File: config.mk
export PLATFORM = sky130hd
export DESIGN_NAME = cpu_controller
export DESIGN_NICKNAME = d
export VERILOG_FILES = /design/src/rtl/cpu_controller_pkg.sv /design/src/rtl/cpu_decoder.sv /design/src/rtl/cpu_controller.sv
export SDC_FILE = /design/constraint.sdc
export NUM_CORES = 1
export LEC_CHECK = 0
export CAP_MARGIN = 20
export CELL_PAD_IN_SITES_DETAIL_PLACEMENT = 0
export CELL_PAD_IN_SITES_GLOBAL_PLACEMENT = 1
export CORE_UTILIZATION = 46
export DETAILED_ROUTE_END_ITERATION = 8
export DONT_BUFFER_PORTS = 1
export HOLD_SLACK_MARGIN = 0.12
export PLACE_DENSITY_LB_ADDON = 0.1
export SLEW_MARGIN = 10
export SYNTH_ARGS = -nofsm -noshare
export SYNTH_HDL_FRONTEND = slang
export SYNTH_SLANG_ARGS = --single-unit
export TNS_END_PERCENT = 1
File: constraint.sdc
create_clock -name clk -period 2.3 [get_ports clk]
set_input_delay 0.115 -clock clk [delete_from_list [all_inputs] [get_ports clk]]
set_output_delay 0.115 -clock clk [all_outputs]
set_load 0.02 [all_outputs]
File: src/rtl/cpu_controller_pkg.sv
`default_nettype none
// ============================================================================
// Module      : cpu_controller_pkg
// Description : Shared definitions for the 8-bit CPU controller. Holds the
//               ALU opcodes, instruction class codes, MOVE op-field codes and
//               their ALU mapping, FSM state encoding and the decoded
//               instruction record.
// Revision    : 1.0 - initial release
// ============================================================================
package cpu_controller_pkg;

    // ALU opcodes driven on alu_op
    localparam logic [3:0] C_ALU_PUR = 4'h0;
    localparam logic [3:0] C_ALU_SHL = 4'h1;
    localparam logic [3:0] C_ALU_SHR = 4'h2;
    localparam logic [3:0] C_ALU_UNC = 4'h3;

    // Instruction class codes, IR[7:6]
    localparam logic [1:0] C_CLS_MOVE = 2'b00;
    localparam logic [1:0] C_CLS_JMP  = 2'b01;
    localparam logic [1:0] C_CLS_JOF  = 2'b10;
    localparam logic [1:0] C_CLS_HALT = 2'b11;

    // MOVE op field codes, IR[5:4]
    localparam logic [1:0] C_MOP_PUR = 2'b00;
    localparam logic [1:0] C_MOP_SHL = 2'b01;
    localparam logic [1:0] C_MOP_SHR = 2'b10;
    localparam logic [1:0] C_MOP_UNC = 2'b11;

    // Controller FSM states
    typedef enum logic [1:0] {
        S_FETCH  = 2'd0,
        S_DECODE = 2'd1,
        S_EXEC   = 2'd2,
        S_HALT   = 2'd3
    } state_t;

    // Decoded view of the instruction register
    typedef struct packed {
        logic [1:0] cls;
        logic [3:0] alu_op;
        logic [1:0] src;
        logic [1:0] dst;
        logic [5:0] target;
    } dec_t;

    // MOVE op field to ALU opcode
    function automatic logic [3:0] mop_to_alu(input logic [1:0] mop);
        logic [3:0] op;
        case (mop)
            C_MOP_SHL: op = C_ALU_SHL;
            C_MOP_SHR: op = C_ALU_SHR;
            C_MOP_UNC: op = C_ALU_UNC;
            default:   op = C_ALU_PUR;
        endcase
        return op;
    endfunction

endpackage : cpu_controller_pkg
`default_nettype wire

File: src/rtl/cpu_decoder.sv
`default_nettype none
// ============================================================================
// Module      : cpu_decoder
// Description : Purely combinational instruction decoder. Splits the
//               instruction register into class, ALU opcode, register
//               selects and jump target.
// Ports       : i_ir  [7:0] instruction register
//               o_dec dec_t decoded fields
// Revision    : 1.0 - initial release
// ============================================================================
module cpu_decoder
    import cpu_controller_pkg::*;
(
    input  logic [7:0] i_ir,
    output dec_t       o_dec
);

    always_comb begin
        o_dec        = '0;
        o_dec.cls    = i_ir[7:6];
        o_dec.alu_op = mop_to_alu(i_ir[5:4]);
        o_dec.src    = i_ir[3:2];
        o_dec.dst    = i_ir[1:0];
        o_dec.target = i_ir[5:0];
    end

endmodule : cpu_decoder
`default_nettype wire

File: src/rtl/cpu_controller.sv
`default_nettype none
// ============================================================================
// Module      : cpu_controller
// Description : Fetch/decode/execute sequencer for the 8-bit CPU core. Fetches
//               instructions over a req/valid handshake, decodes them and
//               drives the ALU opcode, register-file selects and write enable.
//               Owns the program counter and the sticky overflow flag.
// Ports       : clk, reset           clock, synchronous active-high reset
//               instr_req/addr       fetch request and address (PC)
//               instr_valid/data     fetched instruction return
//               alu_op, src_sel      ALU opcode and operand read select
//               dst_sel, reg_we      register write select and enable pulse
//               shift_overflow       ALU overflow for the current alu_op
//               flag, halted         sticky overflow flag, HALT indication
//               resume               leave HALT and continue at PC
// Revision    : 1.0 - initial release
// ============================================================================
module cpu_controller
    import cpu_controller_pkg::*;
#(
    parameter int                ADDR_W   = 6,
    parameter logic [ADDR_W-1:0] RESET_PC = '0
) (
    input  logic              clk,
    input  logic              reset,
    output logic              instr_req,
    output logic [ADDR_W-1:0] instr_addr,
    input  logic              instr_valid,
    input  logic [7:0]        instr_data,
    output logic [3:0]        alu_op,
    output logic [1:0]        src_sel,
    output logic [1:0]        dst_sel,
    output logic              reg_we,
    input  logic              shift_overflow,
    output logic              flag,
    output logic              halted,
    input  logic              resume
);

    state_t            r_state_q, w_state_d;
    logic [ADDR_W-1:0] r_pc_q,    w_pc_d;
    logic [7:0]        r_ir_q,    w_ir_d;
    logic              r_flag_q,  w_flag_d;

    dec_t              w_dec;
    logic [ADDR_W-1:0] w_target;
    logic [ADDR_W-1:0] w_pc_inc;

    cpu_decoder u_decoder (
        .i_ir  (r_ir_q),
        .o_dec (w_dec)
    );

    // Only the low ADDR_W bits of the 6-bit target field address the program
    assign w_target   = ADDR_W'(w_dec.target);
    assign w_pc_inc   = r_pc_q + ADDR_W'(1);
    assign instr_addr = r_pc_q;
    assign flag       = r_flag_q;

    always_ff @(posedge clk) begin
        if (reset) begin
            r_state_q <= S_FETCH;
            r_pc_q    <= RESET_PC;
            r_ir_q    <= '0;
            r_flag_q  <= 1'b0;
        end else begin
            r_state_q <= w_state_d;
            r_pc_q    <= w_pc_d;
            r_ir_q    <= w_ir_d;
            r_flag_q  <= w_flag_d;
        end
    end

    always_comb begin
        w_state_d = r_state_q;
        w_pc_d    = r_pc_q;
        w_ir_d    = r_ir_q;
        w_flag_d  = r_flag_q;
        instr_req = 1'b0;
        alu_op    = C_ALU_PUR;
        src_sel   = 2'b00;
        dst_sel   = 2'b00;
        reg_we    = 1'b0;
        halted    = 1'b0;

        case (r_state_q)
            S_FETCH: begin
                instr_req = 1'b1;
                if (instr_valid) begin
                    w_ir_d    = instr_data;
                    w_state_d = S_DECODE;
                end
            end

            S_DECODE: begin
                case (w_dec.cls)
                    C_CLS_MOVE: begin
                        alu_op    = w_dec.alu_op;
                        src_sel   = w_dec.src;
                        w_state_d = S_EXEC;
                    end
                    C_CLS_JMP: begin
                        w_pc_d    = w_target;
                        w_state_d = S_FETCH;
                    end
                    C_CLS_JOF: begin
                        // Taken JOF consumes the flag
                        if (r_flag_q) begin
                            w_pc_d   = w_target;
                            w_flag_d = 1'b0;
                        end else begin
                            w_pc_d   = w_pc_inc;
                        end
                        w_state_d = S_FETCH;
                    end
                    default: begin
                        w_pc_d    = w_pc_inc;
                        w_state_d = S_HALT;
                    end
                endcase
            end

            S_EXEC: begin
                alu_op    = w_dec.alu_op;
                src_sel   = w_dec.src;
                dst_sel   = w_dec.dst;
                // A reset cycle must never commit a register write
                reg_we    = ~reset;
                w_flag_d  = r_flag_q | shift_overflow;
                w_pc_d    = w_pc_inc;
                w_state_d = S_FETCH;
            end

            default: begin
                halted = 1'b1;
                if (resume) begin
                    w_state_d = S_FETCH;
                end
            end
        endcase
    end

endmodule : cpu_controller
`default_nettype wire

After elaboration in Yosys (flattened, before gate mapping):

Cells that the tools add are included.

* input port bits: 13
* bits in registers: 17
* word-level logic and storage cells: 45
* output and inout bits: 18

* muxes and demuxes: 18
* reduce and logical (&&, ||, !) cells: 10
* bitwise logic cells: 2
* add/sub/neg operators: 1
* eq/ne operators: 10

Operator list (count)
* $pmux W6 S3: 1
* $pmux W2 S3: 2
* $pmux W6 S2: 1
* $eq A2 B2 Y1 const B: 4
* $mux W2: 4
* $pmux W2 S2: 2
* $pmux W4 S2: 1
* $reduce_and A2 Y1: 4
* $add A6 B1 Y6 const B: 1
* $eq A2 B1 Y1 const B: 3
* $mux W6: 1
* $logic_not A2 Y1: 2
* $mux W1: 4
* $mux W4: 1
* $ne A2 B2 Y1 const B: 2
* $reduce_bool A4 Y1: 1
* $reduce_or A3 Y1: 1
* $ne A2 B1 Y1 const B: 1
* $pmux W1 S2: 1
* $reduce_bool A2 Y1: 1
* $reduce_or A2 Y1: 1
* $not A1 Y1: 1
* $or A1 B1 Y1: 1

Longest topological paths before layout:

Gate-level depths: netlist of run 1.

* depth in word-level cells: 4
* depth in mapped cells: 8
* depth with buffers taken out: 7

Hierarchy:

From an unflattened synthesis of run 1, not the netlist that was laid out.

* cells, all modules: 145
* area total of the unflattened synthesis: 1108.6 sq um

Modules (own cells, without submodules)
* cpu_controller: seq. area each 340.3 sq um, cells an instance 128, times used 1, area an instance 992.2 sq um
* cpu_decoder: seq. area each 0.0 sq um, cells an instance 17, times used 1, area an instance 116.4 sq um

Least setup slack after synthesis of run 1:

Ideal clock, no wire load.

* path kind: flip-flop to flip-flop
* from: register r_state_q[1]
* to: register r_pc_q[5], in the netlist instr_addr[5]
* path buffers: 1
* setup time: 74 ps
* stages on the path, launching flop included: 9
* clock period less this slack: 1506 ps
* required time: 2226 ps
* path slack: 794 ps
* arrival time: 1432 ps
* cells stage by stage: dfxtp_1 -> inv_1 -> ha_1 -> clkbuf_8 -> nand2_1 -> o21ai_2 -> a2111oi_0 -> a31oi_1 -> a31oi_1

* word-level cells in the longest chain between the ends: 3
* elaborated cells between the ends (all ways): 6
* those cells by class: 3 x eq/ne; 1 x mux; 2 x reduce/logical

Ends and longest elaborated chain
* start, declared: RTL line cpu_controller.sv:40 `state_t r_state_q, w_state_d;`
* start signal, assigned: RTL line cpu_controller.sv:67 `r_state_q <= w_state_d;`
* $eq A2 B1 Y1 or $eq A2 B2 Y1 (tied branches): RTL line cpu_controller.sv:86 `case (r_state_q)`
* $ne A2 B2 Y1 (no line) or $reduce_bool A2 Y1 (tied branches)
* $reduce_and A2 Y1 (no line)
* end signal, assigned: RTL line cpu_controller.sv:68 `r_pc_q <= w_pc_d;`
* end, declared: RTL line cpu_controller.sv:41 `logic [ADDR_W-1:0] r_pc_q, w_pc_d;`

Several ways; a longest one is shown, not always the timed one.
A chain may end at the register's enable or synchronous reset.

Worst setup path after layout of run 1:

* from: register r_state_q[0]
* to: output alu_op[1]

* word-level cells in the longest chain between the ends: 2
* elaborated cells between the ends (all ways): 3
* those cells by class: 2 x eq/ne; 1 x mux

Ends and longest elaborated chain
* $eq A2 B2 Y1 or $eq A2 B1 Y1 (tied branches): RTL line cpu_controller.sv:86
* $pmux W4 S2 *: RTL line cpu_controller.sv:86
* end, declared: RTL line cpu_controller.sv:30 `output logic [3:0] alu_op,`

Mark *: on every way between the ends. The rest lies on a longest branch, timed or not.

==> results summary, run 1 <==
The initial DRC count came out at 19. The max-capacitance violation count came out at 0. The clock slew seen by the registers of the worst setup and hold paths is about 0.10 ns. Once placement completed, the tool counted placed cells totaling 153.

STA puts the critical path data arrival time at ~1.7 ns. Setup repair after global routing left no endpoint under its margin. By count the netlist is led by sky130_fd_sc_hd__nand2_1 (22), sky130_fd_sc_hd__a21oi_1 (18), sky130_fd_sc_hd__dfxtp_1 (17).

Summed over all instances, the cell type with the most area after synthesis is sky130_fd_sc_hd__dfxtp_1. OpenSTA, run right after detailed placement, puts the worst setup slack at just under 0.6 ns. The count of state elements after synthesis is 17.

The post-detailed-route wirelength per cell came out at about 13 microns. The master of the slowest instance on the critical path is sky130_fd_sc_hd__ha_1. The number of buffers added for setup after CTS is 0.

The average vias per placed instance is roughly 5.4. The instance area at placement came out at between 1000 and 1500 sq um. The number of clock sinks seen by CTS came out at 17. Across every metal layer, demand over resource in global routing totals 0.199. The flow ran to the end, and the final reports show no timing, DRC or antenna violations. The number of failing hold endpoints at the final stage was 0. The final sum of negative setup slack is 0 ns.

The final count of pins violating max slew is 0. The CTS H-tree depth came out at 1. The post-synthesis instance area is 1010 sq um.

Summed over all layers, the routed wires come to approximately 2100 microns. The actual slew at the worst max-slew pin is a little under 0.7 ns. The finished layout holds 167 standard cells, fillers aside. The endpoint required time on the critical path came out at 2.18 ns. The mean instance size in the synthesized netlist is 7.66 sq um. In this run the worst path has a maximum fanout of 10.

IR analysis of the VDD net gives a maximum drop of ~0.48 mV. The post-detailed-placement half-perimeter wirelength is approximately 1500 microns. Of the total synthesized cell area, the portion taken by AND, OR, NAND and NOR gates is 0.252. The final-layout fill cell count is between 200 and 250. The overall overflow remaining after global route came out at 0.

The number of antenna violations at the first check in global routing came to 0. The post-synthesis adder-cell area fraction is 0.111. In this run the core area contains 16 standard-cell rows. The leakage power total came out at about 0.42 nW. The clock passes through at most 2 buffers. The die outline height came out at around 50 microns. The power density relative to cell area is 953 nW/um^2. The maximum operating frequency came out at about 0.56 GHz. The synthesized-area fraction occupied by ao, oa, aoi and oai cells is 0.208. The number of antenna diodes in the final layout is 0.

The classification of the worst-slack hold path is in2reg. The share of the Yosys chip area taken by registers is 0.337. In this design, the largest share of critical-path delay is due to simple AND/OR/NAND/NOR gates. The final-stage net count is about 160. The DRC violation count after routing came out at 0. The fraction of final layout cells with drive strength greater than 1 is 0.0500. The most used flip-flop cell after synthesis is sky130_fd_sc_hd__dfxtp_1. The fraction of synthesized cell area taken by the top area cell type is 0.337.

The length of the first detailed-routing pass in iterations is 4. Counting every instance in the synthesized netlist gives approximately 130. The number of clock buffers added by TritonCTS is 3.

The worst setup path is launched from a register. The post-synthesis async set-or-reset flop share came out at 0. The initial core utilization came out at 0.500. The floorplan core area came out at between 2000 and 2500 sq um. The signal on the critical path passes through inv_1 > ha_1 > a21oi_1 > nor2b_1 > and2_1.

The width of the chip came out at ~49 microns. By area, the combinational part of the netlist is dominated by simple AND/OR/NAND/NOR gates. The number of flops mapped to enable cells by yosys is 0. After synthesis, the netlist uses 30 different library cells.

The critical setup path kind is reg2out. The post-route fraction of the period consumed by the critical path came out at 0.779. Of the total synthesized cell area, the portion taken by XOR and XNOR cells is 0. The number of nets with antenna violations after routing came out at 0. The delay of the slowest critical-path stage came out at about 0.35 ns. The number of setup violations in the final report came out at 0. The Yosys step of the flow raised 0 warnings. The root buffer cell chosen for the clock tree is sky130_fd_sc_hd__clkbuf_4. The clock tree from TritonCTS is done. The most used standard cell by instance count after synthesis is sky130_fd_sc_hd__nand2_1.

The post-route cell area came out at between 1000 and 1500 sq um. The number of placed I/O pins is 31. The routability congestion estimate came out at between 0.7 and 0.8. Yosys attributes the largest share of cell area to sky130_fd_sc_hd__dfxtp_1 (34%), sky130_fd_sc_hd__ha_1 (11%), sky130_fd_sc_hd__a21oi_1 (8.9%). The final worst clock skew came out at 0.0134 ns.

The detailed-route via count is approximately 900. The insertion delay of the later-clocked pin in the worst-skew pair is 0.30 ns. The die covers around 2400 sq um. The share of synthesized area spent on multiplexers is 0. The endpoint type of the worst setup path is a primary output.

The worst path in the final design needs a cycle of about 1.8 ns, including I/O delays and setup. The area added between synthesis and finish came out at 11.5%. The combined buffer and inverter count along the critical path is 1. The count of input and output buffers came out at 0. The final worst slack came out at between 0.5 and 0.6 ns.

Entering global routing, the biggest net connects 19 pins. The via count of the first global-routing pass is approximately 770. The wire length of the first global-routing pass is between 3000 and 4000 microns. The worst pin sits at a relative slew slack of 0.545.
## stage by stage
stage	util	hold WS [ns]	power, mW
2_1_floorplan	-	0.251	0.833
3_3_place_gp	0.495	0.187	0.899
3_5_place_dp	0.495	0.190	0.901
4_1_cts	0.558	0.167	1.09
5_1_grt	0.558	0.253	1.18
6_report	0.558	0.183	1.07
## final timing paths
check / start / depth (start not counted) / endpoint / slack [ns]
worst max register to register: r_state_q[0] / 6 / instr_addr[1] / 0.57
worst max-delay path: r_state_q[0] / 5 / alu_op[1] / 0.51
worst min-delay path: resume / 3 / r_state_q[0] / 0.18
worst min register to register: r_ir_q[0] / 2 / r_ir_q[0] / 0.48
## registers in the layout, summed over array words and instances (netlist names)
register / flops
instr_addr: 6
r_ir_q: 8
r_state_q: 2
flag: 1
## worst min-delay path: cells and delay by family
kind | cells | cell delay, ns
simple gates | 2 | 0.25
compound gates | 1 | 0.08
## routing by layer
layer	wire length [microns]	up-vias	track usage
met2	943	32	0.296
met1	977	400	0.257
met4	12	0	0.0588
li1	-	464	-
met5	0	-	0
met3	160	2	0.0903
## power by group
group          internal (mW)  leakage, nW  switching [mW]
logic                  0.180        0.270           0.315
registers              0.352        0.139          0.0649
clock network         0.0675       0.0150          0.0952
total                  0.599        0.424           0.475
## cell families after synthesis
group                      after synthesis
AOI/OAI and AO/OA                       34
adders and majority gates                9
buffers and inverters                   17
DFF                                     17
other                                    1
and+or+nand+nor                         54
## area by class of cell
| class | instances | area [sq um] | share of cell area |
|---|---|---|---|
| clock buffer | 4 | 26.3 | 0.0233 |
| multi-input combinational | 99 | 586 | 0.519 |
| timing repair buffer | 11 | 108 | 0.0954 |
| sequential | 17 | 340 | 0.302 |
| inverter | 9 | 33.8 | 0.0300 |
| tap | 27 | 33.8 | 0.0300 |
## what timing repair did
action | CTS | global route
hold buffers | 10 | 0
hold endpoints to repair | 17 | 0
resized for setup | 0 | 0
## placed cells by master (no fill, tap or decap), types with 2 or more instances in the layout
cell type	count
sky130_fd_sc_hd__nor3_1	6
sky130_fd_sc_hd__a31oi_1	3
sky130_fd_sc_hd__nor2_1	7
sky130_fd_sc_hd__nand3_1	4
sky130_fd_sc_hd__nor2b_1	3
sky130_fd_sc_hd__nand2b_1	2
sky130_fd_sc_hd__clkbuf_4	3
sky130_fd_sc_hd__conb_1	2
sky130_fd_sc_hd__inv_1	9
sky130_fd_sc_hd__o32ai_1	3
sky130_fd_sc_hd__dlygate4sd3_1	10
sky130_fd_sc_hd__ha_1	9
sky130_fd_sc_hd__and2_1	7
sky130_fd_sc_hd__o21ai_0	2
sky130_fd_sc_hd__a21oi_1	18
sky130_fd_sc_hd__nand2_1	22
sky130_fd_sc_hd__dfxtp_1	17
No activity file was read; power rests on OpenSTA's default activity.
==> run 2, diff against run 1 <==
--- a/config.mk
+++ b/config.mk
@@ -8,7 +8,7 @@
 export CAP_MARGIN = 20
 export CELL_PAD_IN_SITES_DETAIL_PLACEMENT = 0
 export CELL_PAD_IN_SITES_GLOBAL_PLACEMENT = 1
-export CORE_UTILIZATION = 46
+export CORE_UTILIZATION = 43
 export DETAILED_ROUTE_END_ITERATION = 8
 export DONT_BUFFER_PORTS = 1
 export HOLD_SLACK_MARGIN = 0.12
==> constraint.sdc (replaced) <==
create_clock -name clk -period 1.83 [get_ports clk]
set_input_delay 0.0915 -clock clk [delete_from_list [all_inputs] [get_ports clk]]
set_output_delay 0.0915 -clock clk [all_outputs]
set_load 0.02 [all_outputs]
==> run 2 against run 1 <==
  * Cell area up 5.9%
  * Clock skew fell by 0.0060 ns
  * Highest routed layer unchanged
  * Critical endpoint is now instr_addr[1]
  * Core utilization decreased by 1.8 points
  * Total power up 33%
  * Setup slack got worse by 0.36 ns
  * Critical path type is now reg2reg
  * Global-route usage increased by 0.84 points
  * Final cell count increased by 4.2%
  * Die area increased by 6.7%
  * Count of clock-buffer cells in the layout decreased by 1
==> results summary, run 2 (synthesis results as in run 1) <==
The run finished with clean final reports. The length in cells of the worst reg-to-reg path is 6 (unchanged). The number of clock sinks seen by CTS is 17 (unchanged). The final-stage net count was 169 (+3.7%). The final count of pins violating max slew is 0 (unchanged). The worst register-to-register path ends at instr_addr[1]. The die footprint is 2550 sq um (+6.7%). The width of the chip came to 50.5 microns (+3.3%). The max-capacitance violation count came out at 0 (unchanged). The post-detailed-route wirelength per cell is 13.9 microns (+11%).

For this design, the slowest cell found on the critical path is sky130_fd_sc_hd__dfxtp_1. The largest register by flop count is r_ir_q. Setup repair after global routing could not meet its margin everywhere. The number of diodes came out at 0 (unchanged). The actual slew at the worst max-slew pin is 0.687 ns (+0.00730 ns).

Leaving out fill and tap cells, the most frequent cell in the layout is sky130_fd_sc_hd__nand2_1. The fraction of final layout cells with drive strength greater than 1 is 0.137 (+0.0870). The worst-path maximum fanout came out at 10 (unchanged). The headroom to the max-slew limit came out at 0.540 (-0.00488). The floorplan core area came to 2210 sq um (+9.4%).

The number of buffers created by CTS is 3 (unchanged). The DRC violation count after routing is 0 (unchanged). The initial core utilization came to 0.457 (-0.0430). TritonCTS built the clock tree. The instance area at placement is 1040 sq um (+3.9%). The worst hold path begins at resume.

The shortest period the worst path allows came out at 1.68 ns. The total length of routed wires came out at 2410 microns (+15%). The via count of the first global-routing pass was 863 (+12%).

The cell depth of the worst hold path came out at 3 (unchanged). The largest net degree at the start of global routing is 19 (unchanged). The overall overflow remaining after global route is 0 (unchanged). The data arrival time of the critical path came out at 1.90 ns (+0.22 ns).

The post-detailed-placement half-perimeter wirelength is 1730 microns (+12%). The final sum of negative setup slack is 0 ns (unchanged). The insertion delay of the later-clocked pin in the worst-skew pair is 0.30 ns (about the same).

The length of the first detailed-routing pass in iterations is 4 (unchanged). The clock slew seen by the registers of the worst setup and hold paths came to 0.11 ns (about the same). The routability congestion estimate came out at 0.799 (+1.2%). The post-route cell area came to 1190 sq um (+5.9%). The flip-flop count of the largest register, all copies and words added is 8 (unchanged).

The worst voltage drop across the vdd grid was 0.623 mV (+30%). The maximum number of buffers from clock root to sink came to 2 (unchanged). The combined global-route utilization of all metal layers came to 0.208 (+0.00838). The critical path goes through inv_1 > ha_2 > nand2b_1 > nor2_1 > a221oi_1 > nor3_1.

The leakage power total came out at 0.454 nW (+7.1%). Leaving out fill and tap cells, the most frequent cells in the layout are sky130_fd_sc_hd__nand2_1 (22), sky130_fd_sc_hd__a21oi_1 (18), sky130_fd_sc_hd__dfxtp_1 (17), sky130_fd_sc_hd__dlygate4sd3_1 (11), sky130_fd_sc_hd__inv_1 (9). The row count is 17 (+1). The area growth from synthesis to layout is 18.1%. The classification of the worst-slack hold path is in2reg. The count of input and output buffers is 0 (unchanged). The number of buffers added for setup after CTS is 0 (unchanged). The delay of the slowest critical-path stage came out at 0.38 ns (+0.03 ns). The number of instances in the placed design came out at 159 (+3.9%). The initial DRC count is 7 (-12). The power density relative to cell area is 1200 nW/um^2 (+25%). The end point of the most critical hold path is r_state_q[0].

The endpoint required time on the critical path is 2.05 ns (-0.13 ns). The number of failing hold endpoints at the final stage is 0 (unchanged). The number of nets with antenna violations after routing is 0 (unchanged). The number of antenna violations at the first check in global routing came to 0 (unchanged).

The worst flop-to-flop path startpoint is r_state_q[0]. The detailed-route via count came out at 941 (+4.8%). The worst setup path is captured at a register. The total power draw is 1.43 mW (+33%). STA classifies the critical path startpoint as a register. The tree is rooted in a sky130_fd_sc_hd__clkbuf_4.

The average vias per placed instance was 5.41 (+0.57%). The maximum operating frequency came out at 0.594 GHz. The number of placed I/O pins is 31 (unchanged). The CTS H-tree depth was 1 (unchanged). The final cell count without fillers is 174 (+4.2%). The final worst clock skew came out at 0.00736 ns (-0.00604 ns). The reg2reg setup slack is 0.15 ns (-0.42 ns). The core utilization of the finished layout came to 0.540 (-0.0180).

The critical path is of the reg2reg type. The wire length of the first global-routing pass is 3880 microns (+6.8%). The number of setup violations in the final report is 0 (unchanged). The final-layout fill cell count is 232 (+10%). The die outline height came out at 50.5 microns (+3.3%). The post-route fraction of the period consumed by the critical path is 0.920.
[run 2: worst max-delay path by stage]
stage | end | slack [ns] | cells after the start | from
2_1_floorplan | instr_addr[5] | 0.32 | 8 | r_state_q[1]
3_3_place_gp | instr_addr[1] | 0.08 | 6 | r_state_q[0]
3_5_place_dp | instr_addr[1] | 0.1 | 6 | r_state_q[0]
4_1_cts | alu_op[1] | 0.0007 | 5 | r_state_q[0]
5_1_grt | instr_addr[1] | -0.04 | 6 | r_ir_q[7]
6_report | instr_addr[1] | 0.15 | 6 | r_state_q[0]
[run 2: metrics by stage]
step,hold WS [ns],setup WS [ns]
floorplan,0.227,0.324
global placement,0.163,0.0769
detailed placement,0.166,0.0961
CTS,0.165,0.000682
global route,0.187,-0.0368
finish,0.186,0.146
[run 2: area by class of cell]
cell class              count  area [sq um]  area share
clock buffers               3          22.5      0.0189
clock inverters             1          7.51     0.00629
inverters                   9          33.8      0.0283
multi-input cells          99           599       0.502
flip-flops and latches     17           340       0.285
well taps                  28          35.0      0.0294
repair buffers             17           155       0.130
[run 2: power breakdown]
| part | internal [mW] | leakage (nW) | switching, mW | total (mW) |
|---|---|---|---|---|
| Combinational | 0.266 | 0.301 | 0.448 | 0.714 |
| Sequential | 0.442 | 0.139 | 0.0548 | 0.497 |
| Clock | 0.0832 | 0.0139 | 0.133 | 0.216 |
[run 2: what timing repair did]
action,CTS,global route
resized for setup,0,9
hold buffers,11,0
endpoints found under the hold margin,17,0
setup endpoints to repair,0,10
[run 2: metal layers]
metal  track usage  wire [microns]  vias up
met2         0.342            1080       39
li1              -               -      478
met3        0.0909             153        2
met5             0               0        -
met1         0.242            1160      422
met4        0.0602              16        0
[run 2: critical path: cells and delay by family (launching register included)]
family / cells / cell delay, ns
AND/OR/NAND/NOR: 3 / 0.72
adder cells (fa/ha/maj): 1 / 0.25
flip-flops: 1 / 0.38
buffers and inverters: 1 / 0.09
AO/OA/AOI/OAI: 1 / 0.16
